## src/rtl/keypad_scanner_if.sv

```systemverilog
// Pin-side and decoder-side signals of the 4x4 keypad scanner.
// The slave modport is the scanner itself; the master modport is the keypad/consumer side.
`timescale 1ns/1ps
interface keypad_scanner_if;
  logic [3:0] row_in;
  logic [3:0] col_out;
  logic [1:0] row_idx;
  logic [1:0] col_idx;
  logic       key_valid;
  logic       key_down;

  modport master (
    output row_in,
    input  col_out,
    input  row_idx,
    input  col_idx,
    input  key_valid,
    input  key_down
  );

  modport slave (
    input  row_in,
    output col_out,
    output row_idx,
    output col_idx,
    output key_valid,
    output key_down
  );
endinterface

```

## src/rtl/keypad_scanner.sv

```systemverilog
// 4x4 matrix keypad scanner: drives one active-low column at a time, synchronises and
// debounces the row lines, and reports the accepted key as 2-bit row/column indices.
`timescale 1ns/1ps
module keypad_scanner #(
  parameter int SCAN_CNT     = 1000,
  parameter int DEBOUNCE_CNT = 50000
) (
  input logic             clk,
  input logic             rst,
  keypad_scanner_if.slave kp
);

  localparam int CNT_MAX = (SCAN_CNT > DEBOUNCE_CNT) ? SCAN_CNT : DEBOUNCE_CNT;
  localparam int CW      = $clog2(CNT_MAX);
  localparam logic [CW-1:0] SCAN_LAST = CW'(SCAN_CNT - 1);
  localparam logic [CW-1:0] DEB_LAST  = CW'(DEBOUNCE_CNT - 1);
  localparam logic [CW-1:0] CNT_ONE   = CW'(1);

  typedef enum logic [1:0] {
    SCAN     = 2'd0,
    DEBOUNCE = 2'd1,
    HELD     = 2'd2
  } state_t;

  function automatic logic [3:0] col_mask(input logic [1:0] c);
    col_mask = ~(4'b0001 << c);
  endfunction

  // Lowest-index active (low) row wins when several rows are low together.
  function automatic logic [1:0] lowest_zero(input logic [3:0] rows);
    logic [1:0] idx;
    if (!rows[0]) begin
      idx = 2'd0;
    end else if (!rows[1]) begin
      idx = 2'd1;
    end else if (!rows[2]) begin
      idx = 2'd2;
    end else begin
      idx = 2'd3;
    end
    return idx;
  endfunction

  state_t          state, state_n;
  logic [1:0]      column, column_n;
  logic [CW-1:0]   cnt, cnt_n;
  logic [3:0]      sync_a, row_sync;
  logic [1:0]      row_lat, row_lat_n;
  logic [1:0]      col_lat, col_lat_n;
  logic [3:0]      col_drive, col_drive_n;
  logic [1:0]      row_idx, row_idx_n;
  logic [1:0]      col_idx, col_idx_n;
  logic            key_valid, key_valid_n;
  logic            key_down, key_down_n;
  logic            key_bit;

  // Two-flop synchroniser for the asynchronous row lines.
  always_ff @(posedge clk or posedge rst) begin
    if (rst) begin
      sync_a   <= 4'b1111;
      row_sync <= 4'b1111;
    end else begin
      sync_a   <= kp.row_in;
      row_sync <= sync_a;
    end
  end

  // FSM state, counters and registered outputs.
  always_ff @(posedge clk or posedge rst) begin
    if (rst) begin
      state     <= SCAN;
      column    <= 2'd0;
      cnt       <= '0;
      row_lat   <= 2'd0;
      col_lat   <= 2'd0;
      col_drive <= 4'b1110;
      row_idx   <= 2'd0;
      col_idx   <= 2'd0;
      key_valid <= 1'b0;
      key_down  <= 1'b0;
    end else begin
      state     <= state_n;
      column    <= column_n;
      cnt       <= cnt_n;
      row_lat   <= row_lat_n;
      col_lat   <= col_lat_n;
      col_drive <= col_drive_n;
      row_idx   <= row_idx_n;
      col_idx   <= col_idx_n;
      key_valid <= key_valid_n;
      key_down  <= key_down_n;
    end
  end

  // Next-state and next-output logic; col_drive_n always tracks the column that
  // will be driven after this edge so col_out stays registered.
  always_comb begin
    state_n     = state;
    column_n    = column;
    cnt_n       = cnt;
    row_lat_n   = row_lat;
    col_lat_n   = col_lat;
    col_drive_n = col_drive;
    row_idx_n   = row_idx;
    col_idx_n   = col_idx;
    key_valid_n = 1'b0;
    key_down_n  = key_down;
    key_bit     = row_sync[row_lat];

    case (state)
      SCAN: begin
        if (cnt == SCAN_LAST) begin
          cnt_n = '0;
          if (row_sync != 4'b1111) begin
            row_lat_n   = lowest_zero(row_sync);
            col_lat_n   = column;
            col_drive_n = col_mask(column);
            state_n     = DEBOUNCE;
          end else begin
            column_n    = column + 2'd1;
            col_drive_n = col_mask(column + 2'd1);
          end
        end else begin
          cnt_n       = cnt + CNT_ONE;
          col_drive_n = col_mask(column);
        end
      end

      DEBOUNCE: begin
        if (!key_bit) begin
          if (cnt == DEB_LAST) begin
            row_idx_n   = row_lat;
            col_idx_n   = col_lat;
            key_valid_n = 1'b1;
            key_down_n  = 1'b1;
            cnt_n       = '0;
            state_n     = HELD;
          end else begin
            cnt_n = cnt + CNT_ONE;
          end
        end else begin
          column_n    = col_lat + 2'd1;
          col_drive_n = col_mask(col_lat + 2'd1);
          cnt_n       = '0;
          state_n     = SCAN;
        end
      end

      HELD: begin
        // Only the latched row is watched here; counter tracks consecutive released cycles.
        if (key_bit) begin
          if (cnt == DEB_LAST) begin
            key_down_n  = 1'b0;
            column_n    = col_lat + 2'd1;
            col_drive_n = col_mask(col_lat + 2'd1);
            cnt_n       = '0;
            state_n     = SCAN;
          end else begin
            cnt_n = cnt + CNT_ONE;
          end
        end else begin
          cnt_n = '0;
        end
      end

      default: begin
        state_n     = SCAN;
        column_n    = 2'd0;
        cnt_n       = '0;
        col_drive_n = 4'b1110;
        key_down_n  = 1'b0;
      end
    endcase
  end

  assign kp.col_out   = col_drive;
  assign kp.row_idx   = row_idx;
  assign kp.col_idx   = col_idx;
  assign kp.key_valid = key_valid;
  assign kp.key_down  = key_down;

endmodule

```

## src/flat_wrapper.sv

```systemverilog
// flat-port wrapper written by rule: the top's interface ports become plain ports
module keypad_scanner_flat 
#(
  parameter int SCAN_CNT     = 1000,
  parameter int DEBOUNCE_CNT = 50000
)
  (clk, rst, kp_row_in, kp_col_out, kp_row_idx, kp_col_idx, kp_key_valid, kp_key_down);
  keypad_scanner_if kp_i ();
  input logic clk;
  input logic rst;
  input wire logic [$bits(kp_i.row_in)-1:0] kp_row_in;
  output wire logic [$bits(kp_i.col_out)-1:0] kp_col_out;
  output wire logic [$bits(kp_i.row_idx)-1:0] kp_row_idx;
  output wire logic [$bits(kp_i.col_idx)-1:0] kp_col_idx;
  output wire logic [$bits(kp_i.key_valid)-1:0] kp_key_valid;
  output wire logic [$bits(kp_i.key_down)-1:0] kp_key_down;
  assign kp_i.row_in = kp_row_in;
  assign kp_col_out = kp_i.col_out;
  assign kp_row_idx = kp_i.row_idx;
  assign kp_col_idx = kp_i.col_idx;
  assign kp_key_valid = kp_i.key_valid;
  assign kp_key_down = kp_i.key_down;
  keypad_scanner #(.SCAN_CNT(SCAN_CNT), .DEBOUNCE_CNT(DEBOUNCE_CNT)) u_core (.clk(clk), .rst(rst), .kp(kp_i));
endmodule
```

## config.mk

```make
export PLATFORM = sky130hd
export DESIGN_NAME = keypad_scanner_flat
export DESIGN_NICKNAME = d
export VERILOG_FILES = /design/src/rtl/keypad_scanner_if.sv /design/src/rtl/keypad_scanner.sv /design/src/flat_wrapper.sv
export SDC_FILE = /design/constraint.sdc
export NUM_CORES = 1
export LEC_CHECK = 0
export CAP_MARGIN = 20
export CORE_UTILIZATION = 48
export CTS_BUF_LIST = sky130_fd_sc_hd__clkbuf_16
export DETAILED_ROUTE_END_ITERATION = 10
export PLACE_DENSITY_LB_ADDON = 0.25
export SYNTH_ARGS = -nofsm -noshare
export SYNTH_HDL_FRONTEND = slang
export SYNTH_SLANG_ARGS = --single-unit
```

## constraint.sdc

```tcl
create_clock -name clk -period 2.8 [get_ports clk]
set_input_delay 0.56 -clock clk [delete_from_list [all_inputs] [get_ports clk]]
set_output_delay 0.56 -clock clk [all_outputs]
set_load 0.02 [all_outputs]
```

# Word level (Yosys, flattened, before mapping)
# Index checks and enable logic that the tools add are counted.
op_classes:
  bitwise: 5
  n_lt_le_gt_ge: 1
  n_reduce_logical: 7
  eq_ne: 14
  addsub: 3
  n_mux: 37
  shifts: 3
op_table:
  columns: ["op", "n"]
  rows:
  - ["16-bit 2-to-1 mux", 4]
  - ["16-bit one-hot mux with 3 select lines", 1]
  - ["2-bit 2-to-1 mux", 13]
  - ["4-bit 2-to-1 mux", 5]
  - ["16-bit by 1-bit adder with 16-bit output, second input constant", 1]
  - ["16-bit by 10-bit == test with 1-bit output, second input constant", 1]
  - ["16-bit == test, second input constant", 1]
  - ["5-bit AND reduction", 3]
  - ["2-bit by 1-bit inequality test with 1-bit output, second input constant", 6]
  - ["4-bit NOT", 3]
  - ["2-bit one-hot mux with 3 select lines", 2]
  - ["4-bit one-hot mux with 3 select lines", 1]
  - ["1-bit by 2-bit << shifter with 4-bit output, first input constant", 3]
  - ["1-bit 2-to-1 mux", 9]
  - ["3-bit AND reduction", 3]
  - ["2-bit by 1-bit adder with 2-bit output, second input constant", 2]
  - ["2-bit inequality test, second input constant", 2]
  - ["4-bit inequality test, second input constant", 1]
  - ["2-bit by 3-bit < comparator with 1-bit output, second input constant", 1]
  - ["3-bit by 1-bit inequality test with 1-bit output, second input constant", 1]
  - ["1-bit one-hot mux with 3 select lines", 1]
  - ["1-bit binary-select mux with 2-bit select", 1]
  - ["2-bit by 1-bit == test with 1-bit output, second input constant", 1]
  - ["2-bit == test, second input constant", 1]
  - ["other kinds (2)", 3]
totals:
  out_inout_bits: 10
  wordCells: 82
  regBits: 42

# Logic depth before layout (Yosys ltp)
depth:
  ltp_word: 6
  depth_mapped: 8

# Least setup slack after synthesis
# Ideal clock, no wire load.
synth_timing:
  path_kind: "reg2reg"
  start: "register u_core.cnt[0]"
  end: "register u_core.column[1]"
  path_slack_ns: 0.973
  setup_time_ns: 0.125
  path_stages_with_launch: 7
  arrival_time_ns: 1.702
  path_buffers: 0
  path_cell_list: "dfrtp_1 -> ha_1 -> and4_1 -> nand4_2 -> o21ai_2 -> and3_1 -> mux2_2"
synth_via:
  elab_chain_len: 3
  word_cells_on_any_way: 5
synth_lines:
  columns: ["item", "line_no", "source"]
  rows:
  - ["start: declaration", "keypad_scanner.sv:46", "logic [CW-1:0] cnt, cnt_n;"]
  - ["start signal: assignment", "keypad_scanner.sv:84", "cnt <= cnt_n;"]
  - ["16-bit by 10-bit == test with 1-bit output / 16-bit == test (equally long branches)", "keypad_scanner.sv:112, keypad_scanner.sv:152", null]
  - ["2-bit by 1-bit inequality test with 1-bit output (no line)", null, null]
  - ["5-bit AND reduction (no line) (*)", null, null]
  - ["end signal: assignment", "keypad_scanner.sv:83", "column <= column_n;"]
  - ["end: declaration", "keypad_scanner.sv:45", "logic [1:0] column, column_n;"]
# Mark *: on every way between the ends. The rest lies on a longest branch, timed or not.
# A chain may end at the register's enable or synchronous reset.

# Worst setup path in the final report
# Ends and elaborated chain as after synthesis.

==> results.toml <==
[detailed_routing]
ant_nets = 0
wire_per_inst_um = 14.0
drt-initial-drc-count = 138
drtPass1Iterations = 4
routed_wl_um = 3970
vias_per_cell = 5.58
drcViolationCount = 0
vias = 1586

[sta]
post-route-period-util = 0.718
rsz0062_at_grt = "false"
finClkSkew_ns = 0.00719
max-slew-margin-rel = 0.645
finalWorstSetupSlack_ns = 0.790
period_needed_ns = 2.01
finalHoldViolations = 0
fmax_ghz = 0.497
setup_violations = 0
tns_ns = 0
worst_pin_slew_ns = 0.527
report.final.slew_viol_count = 0

[critical_path]
critPathLaunchType = "flip-flop"
slowest_delay_ns = 0.37
critPathLaunch = "u_core.cnt[0]"
r2r_start = "u_core.cnt[0]"
arrival_ns = 2.18
r2r_setup_slack_ns = 0.79
cp-end-kind = "flip-flop"
rr_worst_depth = 6
slowest_stage = "dfrtp_1"
required_ns = 2.97
cp_max_fo = 7
path_cells = "ha_1, and4_1, nand4_2, o21ai_2, and3_1, mux2_2"
timing.rr.end = "u_core.column[1]"
critPathKind = "reg2reg"
crit_end = "u_core.column[1]"

[layout]
layout-drive-gt1-share = 0.147
fillCellCount = 362
diodes = 0
final_cell_mix = "dfrtp_1, nor2_1, inv_1"
syn_to_final_growth_pct = 15.8
utilization = 0.579
stdcell_area_um2 = 2520
layout_commonest_cell = "dfrtp_1"
fin_nets = 250
fin_cells = 284

[clocking]
cts_tree = "done"
cts-buffers-inserted = 5
hold_buffers = 0
cts.sink_count = 42
clkTransAtPathRegs_ns = 0.06
cts_setup_buffers = 0
clkLatencyLatePin_ns = 0.28
clockBufferDepth = 2
clock-root-buffer = "clkbuf_16"
cts.repair.resized = 0
htree_num_levels = 2

[power_and_ir_drop]
p_sw_frac = 0.218
power.switching_mw = 0.268
intPower_mw = 0.962
p_comb_frac = 0.022
powerDensity_nw_per_um2 = 488
seqPwrFrac = 0.506
p_leak_nw = 1.10
vdd_drop_max_mv = 0.309
pwr-share-clk = 0.473

[placed_design]
gp_congestion = 0.800
dpl.hpwl_um = 2830
port_buffers = 15
dpl_worst_slack_ns = 0.794
placed_area_um2 = 2370
dp.cells = 276

[yosys]
synth_nets = 232
netlist_area_um2 = 2180
ys_types = 39
synthCells = 213
yosys_warnings = 0
ys_seq_area_frac = 0.489
ys_ff_latch = 42
postSynthAreaPerCell_um2 = 10.2

[floorplanning]
die_h_um = 69.4
initial_core_util = 0.500
die_w_um = 69.4
pin_count = 16
row_count = 24
fp.coreArea_um2 = 4350
dieArea_um2 = 4810

[job]
maxCapViolCount = 0

[grt]
grt_antenna_before_repair = 0
grt_pass1_wl_um = 7070
grt_use_total = 0.188
globalRouteOverflowTotal = 0
grt_start_max_net_pins = 43
first_global_vias = 1566

[run_status]
status = "finished, final reports clean"

[worst_hold_path]
hold_class = "reg2reg"
kinds of logic after synthesis:
| family | Yosys count | synth area share |
|---|---|---|
| AOI/OAI and AO/OA | 44 | 0.125 |
| and+or+nand+nor | 73 | 0.180 |
| muxes | 6 | 0.0350 |
| buffers and inverters | 21 | 0.0408 |
| xor gates and xnor gates | 14 | 0.0563 |
| adders and majority gates | 13 | 0.0747 |
| DFF | 42 | 0.489 |
worst max-delay path: cells and delay by family, from the launching register on:
kind	cells	cell delay (ns)
multiplexers	1	0.33
flip-flops	1	0.37
AO/OA/AOI/OAI	1	0.34
AND/OR/NAND/NOR	3	0.64
adder cells (fa/ha/maj)	1	0.23
power groups by stage:
stage	Sequential, mW	Combinational [mW]	Clock [mW]
2_1_floorplan	0.631	0.0148	0
3_3_place_gp	0.632	0.0274	0
3_5_place_dp	0.632	0.0279	0
4_1_cts	0.622	0.0279	0.594
5_1_grt	0.623	0.0307	0.616
6_report	0.622	0.0267	0.582
per-layer routing:
| layer | up-vias | global-route usage | routed length (um) |
|---|---|---|---|
| li1 | 778 | - | - |
| met1 | 756 | 0.241 | 1810 |
| met2 | 44 | 0.302 | 1870 |
| met3 | 8 | 0.0465 | 209 |
| met4 | 0 | 0.0839 | 84 |
| met5 | - | 0 | 0 |
worst min-delay path by stage:
stage	from	end	slack (ns)	cells after the start
floorplan	u_core.sync_a[0]	u_core.row_sync[0]	0.35	0
global placement	u_core.sync_a[0]	u_core.row_sync[0]	0.35	0
detailed placement	u_core.sync_a[2]	u_core.row_sync[2]	0.35	0
CTS	u_core.sync_a[2]	u_core.row_sync[2]	0.36	0
global route	u_core.sync_a[3]	u_core.row_sync[3]	0.36	0
finish	u_core.sync_a[3]	u_core.row_sync[3]	0.36	0
cell type report:
class                   count  area (um^2)  area share
clock buffers               5          125      0.0496
well taps                  52         65.1      0.0258
inverters                  16         60.1      0.0238
flip-flops and latches     42         1060       0.422
repair buffers             16          158      0.0625
multi-input cells         150         1020       0.406
clock inverters             3         25.0     0.00992
cell usage after synthesis (all sizes together):
library cell | number | area [um^2]
dfrtp | 31 | 776
nor2 | 23 | 93.8
inv | 16 | 60.1
o21ai | 16 | 87.6
nand2 | 15 | 56.3
nand3 | 14 | 70.1
a21oi | 13 | 65.1
ha | 13 | 163
dfstp | 11 | 289
xor2 | 8 | 70.1
xnor2 | 6 | 52.6
nand4 | 5 | 37.5
a31oi | 4 | 25.0
and4 | 4 | 35.0
buf | 4 | 25.0
and3 | 3 | 18.8
mux2 | 3 | 33.8
nor3 | 3 | 20.0
o31ai | 3 | 22.5
a22oi | 2 | 15.0
a32oi | 2 | 17.5
and4bb | 2 | 25.0
mux2i | 2 | 20.0
a211oi | 1 | 7.51
a21o | 1 | 15.0
and2 | 1 | 7.51
clkbuf | 1 | 3.75
mux4 | 1 | 22.5
nand2b | 1 | 6.26
nor4 | 1 | 6.26
nor4b | 1 | 15.0
o21a | 1 | 7.51
o41ai | 1 | 8.76
stage by stage:
stage,hold WS (ns),total power [mW]
finish,0.355,1.23
global route,0.355,1.27
CTS,0.357,1.24
detailed placement,0.347,0.660
global placement,0.346,0.660
floorplan,0.345,0.646
state kept, by name, summed over array words and instances (netlist names):
name / flops
u_core.cnt: 16
u_core.kp.col_out: 4
u_core.row_lat: 2
u_core.sync_a: 4
u_core.state: 2
u_core.kp.row_idx: 2
u_core.kp.key_down: 1
u_core.kp.col_idx: 2
u_core.kp.key_valid: 1
u_core.column: 2
u_core.row_sync: 4
u_core.col_lat: 2
Note: power is estimated with default switching activity, not from simulation.
